===== config.mk =====
export PLATFORM = sky130hd
export DESIGN_NAME = f_fetch_stage
export DESIGN_NICKNAME = d
export VERILOG_FILES = /design/src/rtl/f_fetch_stage.sv
export SDC_FILE = /design/constraint.sdc
export NUM_CORES = 1
export LEC_CHECK = 0
export ABC_AREA = 1
export BUFFER_PORTS_ARGS = -buffer_cell sky130_fd_sc_hd__buf_2
export CORE_MARGIN = 5
export CORE_UTILIZATION = 45
export CTS_BUF_LIST = sky130_fd_sc_hd__clkbuf_8 sky130_fd_sc_hd__clkbuf_16
export DETAILED_ROUTE_END_ITERATION = 10
export GPL_ROUTABILITY_DRIVEN = 1
export PLACE_DENSITY = 0.69
export SYNTH_ARGS = -nofsm -noshare
export SYNTH_HDL_FRONTEND = slang
export SYNTH_SLANG_ARGS = --single-unit

===== constraint.sdc =====
create_clock -name clk -period 4.49 [get_ports clk]
set_clock_uncertainty 0.15 [all_clocks]
set_input_delay 0.2245 -clock clk [delete_from_list [all_inputs] [get_ports clk]]
set_output_delay 0.2245 -clock clk [all_outputs]
set_load 0.02 [all_outputs]

===== src/rtl/f_fetch_stage.sv =====
`default_nettype none
// +--------------------------------------------------------------------------+
// | Module   : f_fetch_stage                                                 |
// | Brief    : Instruction fetch stage with F/D pipeline register. Talks to  |
// |            a variable-latency instruction memory over req/ack, inserts   |
// |            nop bubbles while the memory is slow and keeps a pending      |
// |            next-PC so delayed-branch redirects survive the wait.         |
// | Revision : 1.0 - initial release                                         |
// +--------------------------------------------------------------------------+
module f_fetch_stage #(
  parameter logic [31:0] RESET_PC  = 32'h0000_3000,
  parameter logic [31:0] NOP_INSTR = 32'h0000_0000
) (
  input  logic        clk,
  input  logic        reset,
  input  logic [31:0] npc,
  input  logic        Stall,
  output logic        im_req,
  output logic [31:0] im_addr,
  input  logic [31:0] im_rdata,
  input  logic        im_ack,
  output logic [31:0] PC_F,
  output logic [31:0] Instr_D,
  output logic [31:0] PC_D,
  output logic        Valid_D,
  output logic        Fetch_Busy
);

  // IDLE : one-cycle gap after reset, no request
  // WAIT : request outstanding at PC_F, address held until ack
  // HOLD : word returned during a stall, parked in hold_reg
  typedef enum logic [1:0] {
    ST_IDLE = 2'd0,
    ST_WAIT = 2'd1,
    ST_HOLD = 2'd2
  } fetch_state_t;

  fetch_state_t state;
  fetch_state_t state_next;

  logic [31:0] nxt_pc;     // fetch target recorded while D held a real instruction
  logic [31:0] hold_reg;   // instruction word captured during a stall
  logic [31:0] instr_src;
  logic [31:0] sel_npc;
  logic        have;       // an instruction word is available this cycle
  logic        capture;    // ack arrives while stalled: park the word
  logic        issue;
  logic        bubble;

  // State register
  always_ff @(posedge clk) begin
    if (reset) begin
      state <= ST_IDLE;
    end else begin
      state <= state_next;
    end
  end

  // Next-state, memory handshake and availability decode
  always_comb begin
    state_next = state;
    im_req     = 1'b0;
    have       = 1'b0;
    capture    = 1'b0;
    Fetch_Busy = 1'b0;
    case (state)
      ST_IDLE: begin
        state_next = ST_WAIT;
      end
      ST_WAIT: begin
        im_req     = 1'b1;
        Fetch_Busy = ~im_ack;
        have       = im_ack;
        capture    = im_ack & Stall;
        // On an unstalled ack the next request simply continues in WAIT
        if (im_ack && Stall) begin
          state_next = ST_HOLD;
        end
      end
      ST_HOLD: begin
        have = 1'b1;
        if (!Stall) begin
          state_next = ST_WAIT;
        end
      end
      default: begin
        state_next = ST_IDLE;
      end
    endcase
  end

  assign im_addr   = PC_F;
  assign issue     = have & ~Stall;
  assign bubble    = ~have & ~Stall;
  assign instr_src = (state == ST_HOLD) ? hold_reg : im_rdata;
  // A bubble in D carries no decode result, so fall back to the stored target
  assign sel_npc   = Valid_D ? npc : nxt_pc;

  // Fetch PC, F/D register and pending next-PC
  always_ff @(posedge clk) begin
    if (reset) begin
      PC_F    <= RESET_PC;
      PC_D    <= RESET_PC;
      Instr_D <= NOP_INSTR;
      Valid_D <= 1'b0;
      nxt_pc  <= RESET_PC + 32'd4;
    end else if (issue) begin
      Instr_D <= instr_src;
      PC_D    <= PC_F;
      Valid_D <= 1'b1;
      PC_F    <= sel_npc;
    end else if (bubble) begin
      Instr_D <= NOP_INSTR;
      PC_D    <= PC_F;
      Valid_D <= 1'b0;
      // The instruction leaving D may be a branch: remember where it goes
      // while the delay-slot fetch at PC_F is still outstanding.
      if (Valid_D) begin
        nxt_pc <= npc;
      end
    end
  end

  // Park a word whose ack lands while the pipeline is stalled
  always_ff @(posedge clk) begin
    if (reset) begin
      hold_reg <= 32'h0000_0000;
    end else if (capture) begin
      hold_reg <= im_rdata;
    end
  end

endmodule
`default_nettype wire


==> results of run 1 <==
==> layout make-up <==
cell class | instances | area (sq um)
Timing Repair Buffer | 238 | 1380
Inverter | 161 | 611
Fill cell | 1624 | 7380
Clock buffer | 18 | 439
Sequential cell | 163 | 3260
Multi-Input combinational cell | 691 | 3120
Clock inverter | 14 | 118
Tap cell | 220 | 275
==> per-stage QoR <==
step                      utilization, %  hold WS, ns  worst slack, ns  std cells
after floorplan                        -        0.266             2.75       1124
after global placement              50.2        0.281             1.70       1441
after detailed placement            50.2        0.287             1.59       1441
after CTS                           55.5      0.00797             1.57       1505
after global routing                55.5       0.0303             1.33       1505
final                               55.5       0.0163             1.60       1505
==> how the worst max path moves through the flow <==
stage             start         end  slack, ns
3_5_place_dp   state[0]   nxt_pc[9]       1.59
2_1_floorplan  state[1]     PC_F[2]       2.75
6_report       state[0]  nxt_pc[23]       1.60
3_3_place_gp   state[0]  nxt_pc[17]       1.70
4_1_cts        state[0]   nxt_pc[0]       1.57
5_1_grt        state[0]  nxt_pc[10]       1.33
==> synthesized netlist by cell type (3+ instances only) <==
master / n
a21oi_1: 95
buf_1: 9
buf_2: 29
buf_4: 37
clkbuf_1: 30
dfxtp_1: 163
ha_1: 5
inv_1: 157
inv_2: 3
nand2_1: 240
nand3_1: 27
nand3_2: 12
nand4_1: 32
nor2_1: 151
o21ai_0: 112
o21ai_1: 14
==> worst register-to-register path: cells and delay by family (launching register included) <==
family / cells / cell delay, ns
fa+ha+maj: 1 / 0.25
buf+inv: 4 / 1.23
flops: 1 / 0.38
simple gates: 5 / 0.81
==> power breakdown <==
group	internal (uW)	total (uW)	switching (uW)	leakage [uW]
Combinational	415	1350	933	0.00305
Sequential	1640	1760	126	0.00133
Clock	771	1370	600	0.000259
Total	2820	4480	1660	0.00464
==> what timing repair did <==
action	4_1_cts	5_1_grt
endpoints found under the setup margin	0	0
hold endpoints to repair	37	0
hold buffers	32	0
==> cell families after synthesis <==
family	Yosys count	share of synthesized area, %
compound gates	221	14.6
fa+ha+maj	5	0.825
buf+inv	270	15.9
flops	163	43.0
simple gates	465	25.7
==> layer usage <==
layer	share of wire [%]	vias to the layer above	GRT usage, %
met5	0	-	0
met4	1.8	0	6.37
met3	5.2	23	4.12
met2	47	190	33.5
met1	46	3226	26.9
li1	-	3758	-
==> impl_metrics.tcl, run 1 <==
set metrics [dict create \
    ctsResizeCount 0 \
    hold_path_depth 5 \
    drv_slew 0 \
    cp-start-kind "register" \
    dieHeight_um 140 \
    root_buffer "clkbuf_16" \
    period_minus_slack_ns 2.89 \
    critical_path_class "reg2reg" \
    maxCapViolations 0 \
    r2r_setup_slack_ns 1.60 \
    grt_pass1_vias 6559 \
    critPathBufInv 4 \
    leakagePower_uw 0.00464 \
    layout_commonest_cell "nand2_1" \
    final_cell_mix "nand2_1 (240), buf_2 (198), dfxtp_1 (162)" \
    ys_warn_count 0 \
    required_ns 4.70 \
    ir_worst_vdd_v 0.000295 \
    synth.avg_cell_area_sq_um 6.75 \
    worstHoldStart "npc[2]" \
    grt_max_degree 83 \
    drive_above_1_share_pct 19.9 \
    num_rows 47 \
    synthArstFlopShare_pct 0 \
    synthCells 1124 \
    place_congestion 0.793 \
    grtUsageTotal_pct 20.3 \
    r2r_cells 10 \
    initial_core_util_pct 45.8 \
    rr_endpoint "nxt_pc[23]" \
    cp_max_fo 34 \
    cts.repair_timing.setup_buffer_count 0 \
    synthToLayoutAreaGrowth_pct 21.3 \
    status "completed" \
    synth-seq-cells 163 \
    cts_tree "done" \
    io_pins 199 \
    firstDrtPassIters 5 \
    max_stage_delay_ns 0.47 \
    cts.htree.levels 4 \
    min_to "nxt_pc[2]" \
    die_width_um 140 \
    fin_area_sq_um 9210 \
    synth_cell_types 21 \
    syn_nets 1197 \
    fin_crit_sh_pct 64.3 \
    setup_viol 0 \
    max_slew.worst_pin.slew_ns 1.03 \
    antenna_found_initial 0 \
    drt_wl_total_um 20300 \
    cts.clk_slew.worst_paths_ns 0.06 \
    ant_nets 0 \
    power_density_nw_per_um2 487 \
    grt_overflow 0 \
    port_buffers 198 \
    hp-class "in2reg" \
    wire_per_inst_um 13.5 \
    critical_path_cell_count 10 \
    cts-buffers-inserted 17 \
    clock_sinks 163 \
    grt_pass1_wl_um 32900 \
    dr.first_iter.drc_count 506 \
    power_uw 4480 \
    fp.coreArea_sq_um 16600 \
    fmax_ghz 0.347 \
    slew_headroom_pct 31.0 \
    clk_latency_ns 0.42 \
    tns_ns 0 \
    die_area_sq_um 19600 \
    synth-edff-count 0 \
    cp_top_family "buffers and inverters" \
    end_kind "register" \
    vias 7197 \
    dpl_cell_area_sq_um 8330 \
    synthFlopType "dfxtp_1" \
    hold_viol 0 \
    netlist.area_leader.share_pct 43.0 \
    r2r_start "state[0]" \
    hpwl_um 13400 \
    insertedDiodeCount 0 \
    synth_top_cell_by_area "dfxtp_1" \
    ys_seq_area_share_pct 43.0 \
    crit_path_top_delay_cell "inv_2" \
    clock_path_buffers 2 \
    final_net_count 1345 \
    cp_cell_sequence "inv_1 > ha_1 > inv_4 > nand2_4 > nand2_2 > buf_4 > nand2_2 > inv_2 > nor2_1 > nor2_1" \
    worstPathArrival_ns 3.10 \
    grt_setup_unrepaired "false" \
    via_per_inst 4.78 \
    drc_errors 0 \
    synth_area_leaders "dfxtp_1 (43%), nand2_1 (12%), inv_1 (7.8%)" \
    syn-cell-area_sq_um 7590 \
]
No activity file was read; power rests on OpenSTA's default activity.
==> run 2, diff against run 1 <==
- PLACE_DENSITY: 0.69 -> 0.71
- clock period: 4.49 -> 2.57 ns (I/O delays scaled with it)
==> impl_metrics.tcl, run 2 (synthesis results as in run 1) <==
set metrics [dict create \
    hp-class "in2reg" \
    dieHeight_um 140 \
    grt_pass1_wl_um 33300 \
    port_buffers 198 \
    regArea_sq_um 3260 \
    synthToLayoutAreaGrowth_pct 28.6 \
    cp-start-kind "register" \
    firstDrtPassIters 5 \
    cts-buffers-inserted 17 \
    insertedDiodeCount 0 \
    place_congestion 0.784 \
    cts.repair_timing.setup_buffer_count 0 \
    required_ns 2.73 \
    hold-worst-slack_ns 0.0189 \
    die_area_sq_um 19600 \
    drc_errors 0 \
    p_seq_share_pct 36.3 \
    max_slew.worst_pin.slew_ns 0.635 \
    p_clk_share_pct 34.5 \
    fin_crit_sh_pct 78.0 \
    cts.htree.levels 4 \
    clock_sinks 163 \
    cts.clk_slew.worst_paths_ns 0.06 \
    drive_above_1_share_pct 20.3 \
    p_sw_uw 2960 \
    r2r_cells 8 \
    initial_core_util_pct 45.8 \
    worstPathArrival_ns 2.16 \
    power_density_nw_per_um2 866 \
    wire_per_inst_um 13.5 \
    io_pins 199 \
    cp_max_fo 49 \
    hold_path_depth 5 \
    clk_latency_ns 0.42 \
    final_cell_mix "nand2_1 (240), buf_2 (198), dfxtp_1 (162)" \
    ant_nets 0 \
    layout_commonest_cell "nand2_1" \
    cts_tree "done" \
    hpwl_um 13400 \
    antenna_found_initial 0 \
    fp.coreArea_sq_um 16600 \
    tns_ns 0 \
    leakagePower_uw 0.00490 \
    intPower_uw 5490 \
    n_fill_cell 1560 \
    setup_viol 0 \
    grtUsageTotal_pct 20.5 \
    vias 7413 \
    num_rows 47 \
    grt_setup_unrepaired "false" \
    slew_headroom_pct 57.6 \
    dr.first_iter.drc_count 471 \
    grt_max_degree 64 \
    switching_share_pct 35.0 \
    via_per_inst 4.79 \
    final_net_count 1387 \
    drv_slew 0 \
    critical_path_class "reg2reg" \
    multi_input_area_sq_um 3120 \
    fmax_ghz 0.499 \
    root_buffer "clkbuf_16" \
    status "completed" \
    power_uw 8450 \
    hold_viol 0 \
    die_width_um 140 \
    clock_path_buffers 2 \
    grt_overflow 0 \
    grt_pass1_vias 6734 \
    ir_worst_vdd_v 0.000625 \
    period_minus_slack_ns 2.00 \
    r2r_setup_slack_ns 0.57 \
    maxCapViolations 0 \
    drt_wl_total_um 20800 \
    end_kind "register" \
    power_frac_comb_pct 29.2 \
]
run 2: cell types whose count changed in the layout (fill, tap and decap cells not counted):
cell	change
buf_12	+3
buf_4	+8
bufinv_16	+5
clkbuf_8	-1
clkinv_2	-1
clkinv_4	-2
clkinvlp_4	-4
dlygate4sd3_1	+31
inv_1	-2
inv_6	+5
run 2: final timing paths:
path,start,end
setup / recovery,state[1],PC_F[24]
hold / removal,npc[28],PC_F[28]
setup reg to reg,state[1],PC_F[24]
hold reg to reg,hold_reg[7],hold_reg[7]
run 2: stage by stage:
stage                     std cells  setup slack [ns]  cell area (sq um)  util (%)
after global placement         1452             0.679               8450      51.0
after CTS                      1547             0.585               9760      58.8
after global routing           1547             0.411               9760      58.8
after detailed placement       1452             0.597               8450      51.0
final                          1547             0.566               9760      58.8
after floorplan                1124             0.835               7590         -
run 2: final cells by class:
| cell class | instances | area share (%) |
|---|---|---|
| Inverter | 161 | 6.26 |
| Timing Repair Buffer | 280 | 18.6 |
| Clock inverter | 15 | 2.58 |
| Multi-Input combinational cell | 691 | 31.9 |
| Clock buffer | 17 | 4.36 |
| Sequential cell | 163 | 33.5 |
| Tap cell | 220 | 2.82 |
run 2: worst max-delay path, stage by stage (launching register included):
cell	delay, ns
dfxtp_1	0.33
inv_1	0.11
ha_1	0.25
nand2_1	0.12
nand2_4	0.09
nand3_2	0.27
buf_12	0.29
o21ai_0	0.20
nor2_1	0.06
run 2: repair_timing:
action,4_1_cts,5_1_grt
hold buffers,63,0
hold endpoints to repair,115,0
resized for setup,0,0
run 2: per-layer routing:
metal | share of wire (%) | global-route usage (%)
met4 | 1.9 | 7.09
met1 | 45 | 27.2
met2 | 47 | 33.7
met3 | 5.8 | 3.53
met5 | 0 | 0
run 2: power by group through the flow:
stage	Clock [uW]	Combinational, uW	Sequential [uW]
after floorplan	0	1670	3260
after global placement	0	2350	3110
after detailed placement	0	2380	3120
after CTS	2960	2470	3060
after global routing	3060	2750	3110
final	2910	2470	3070
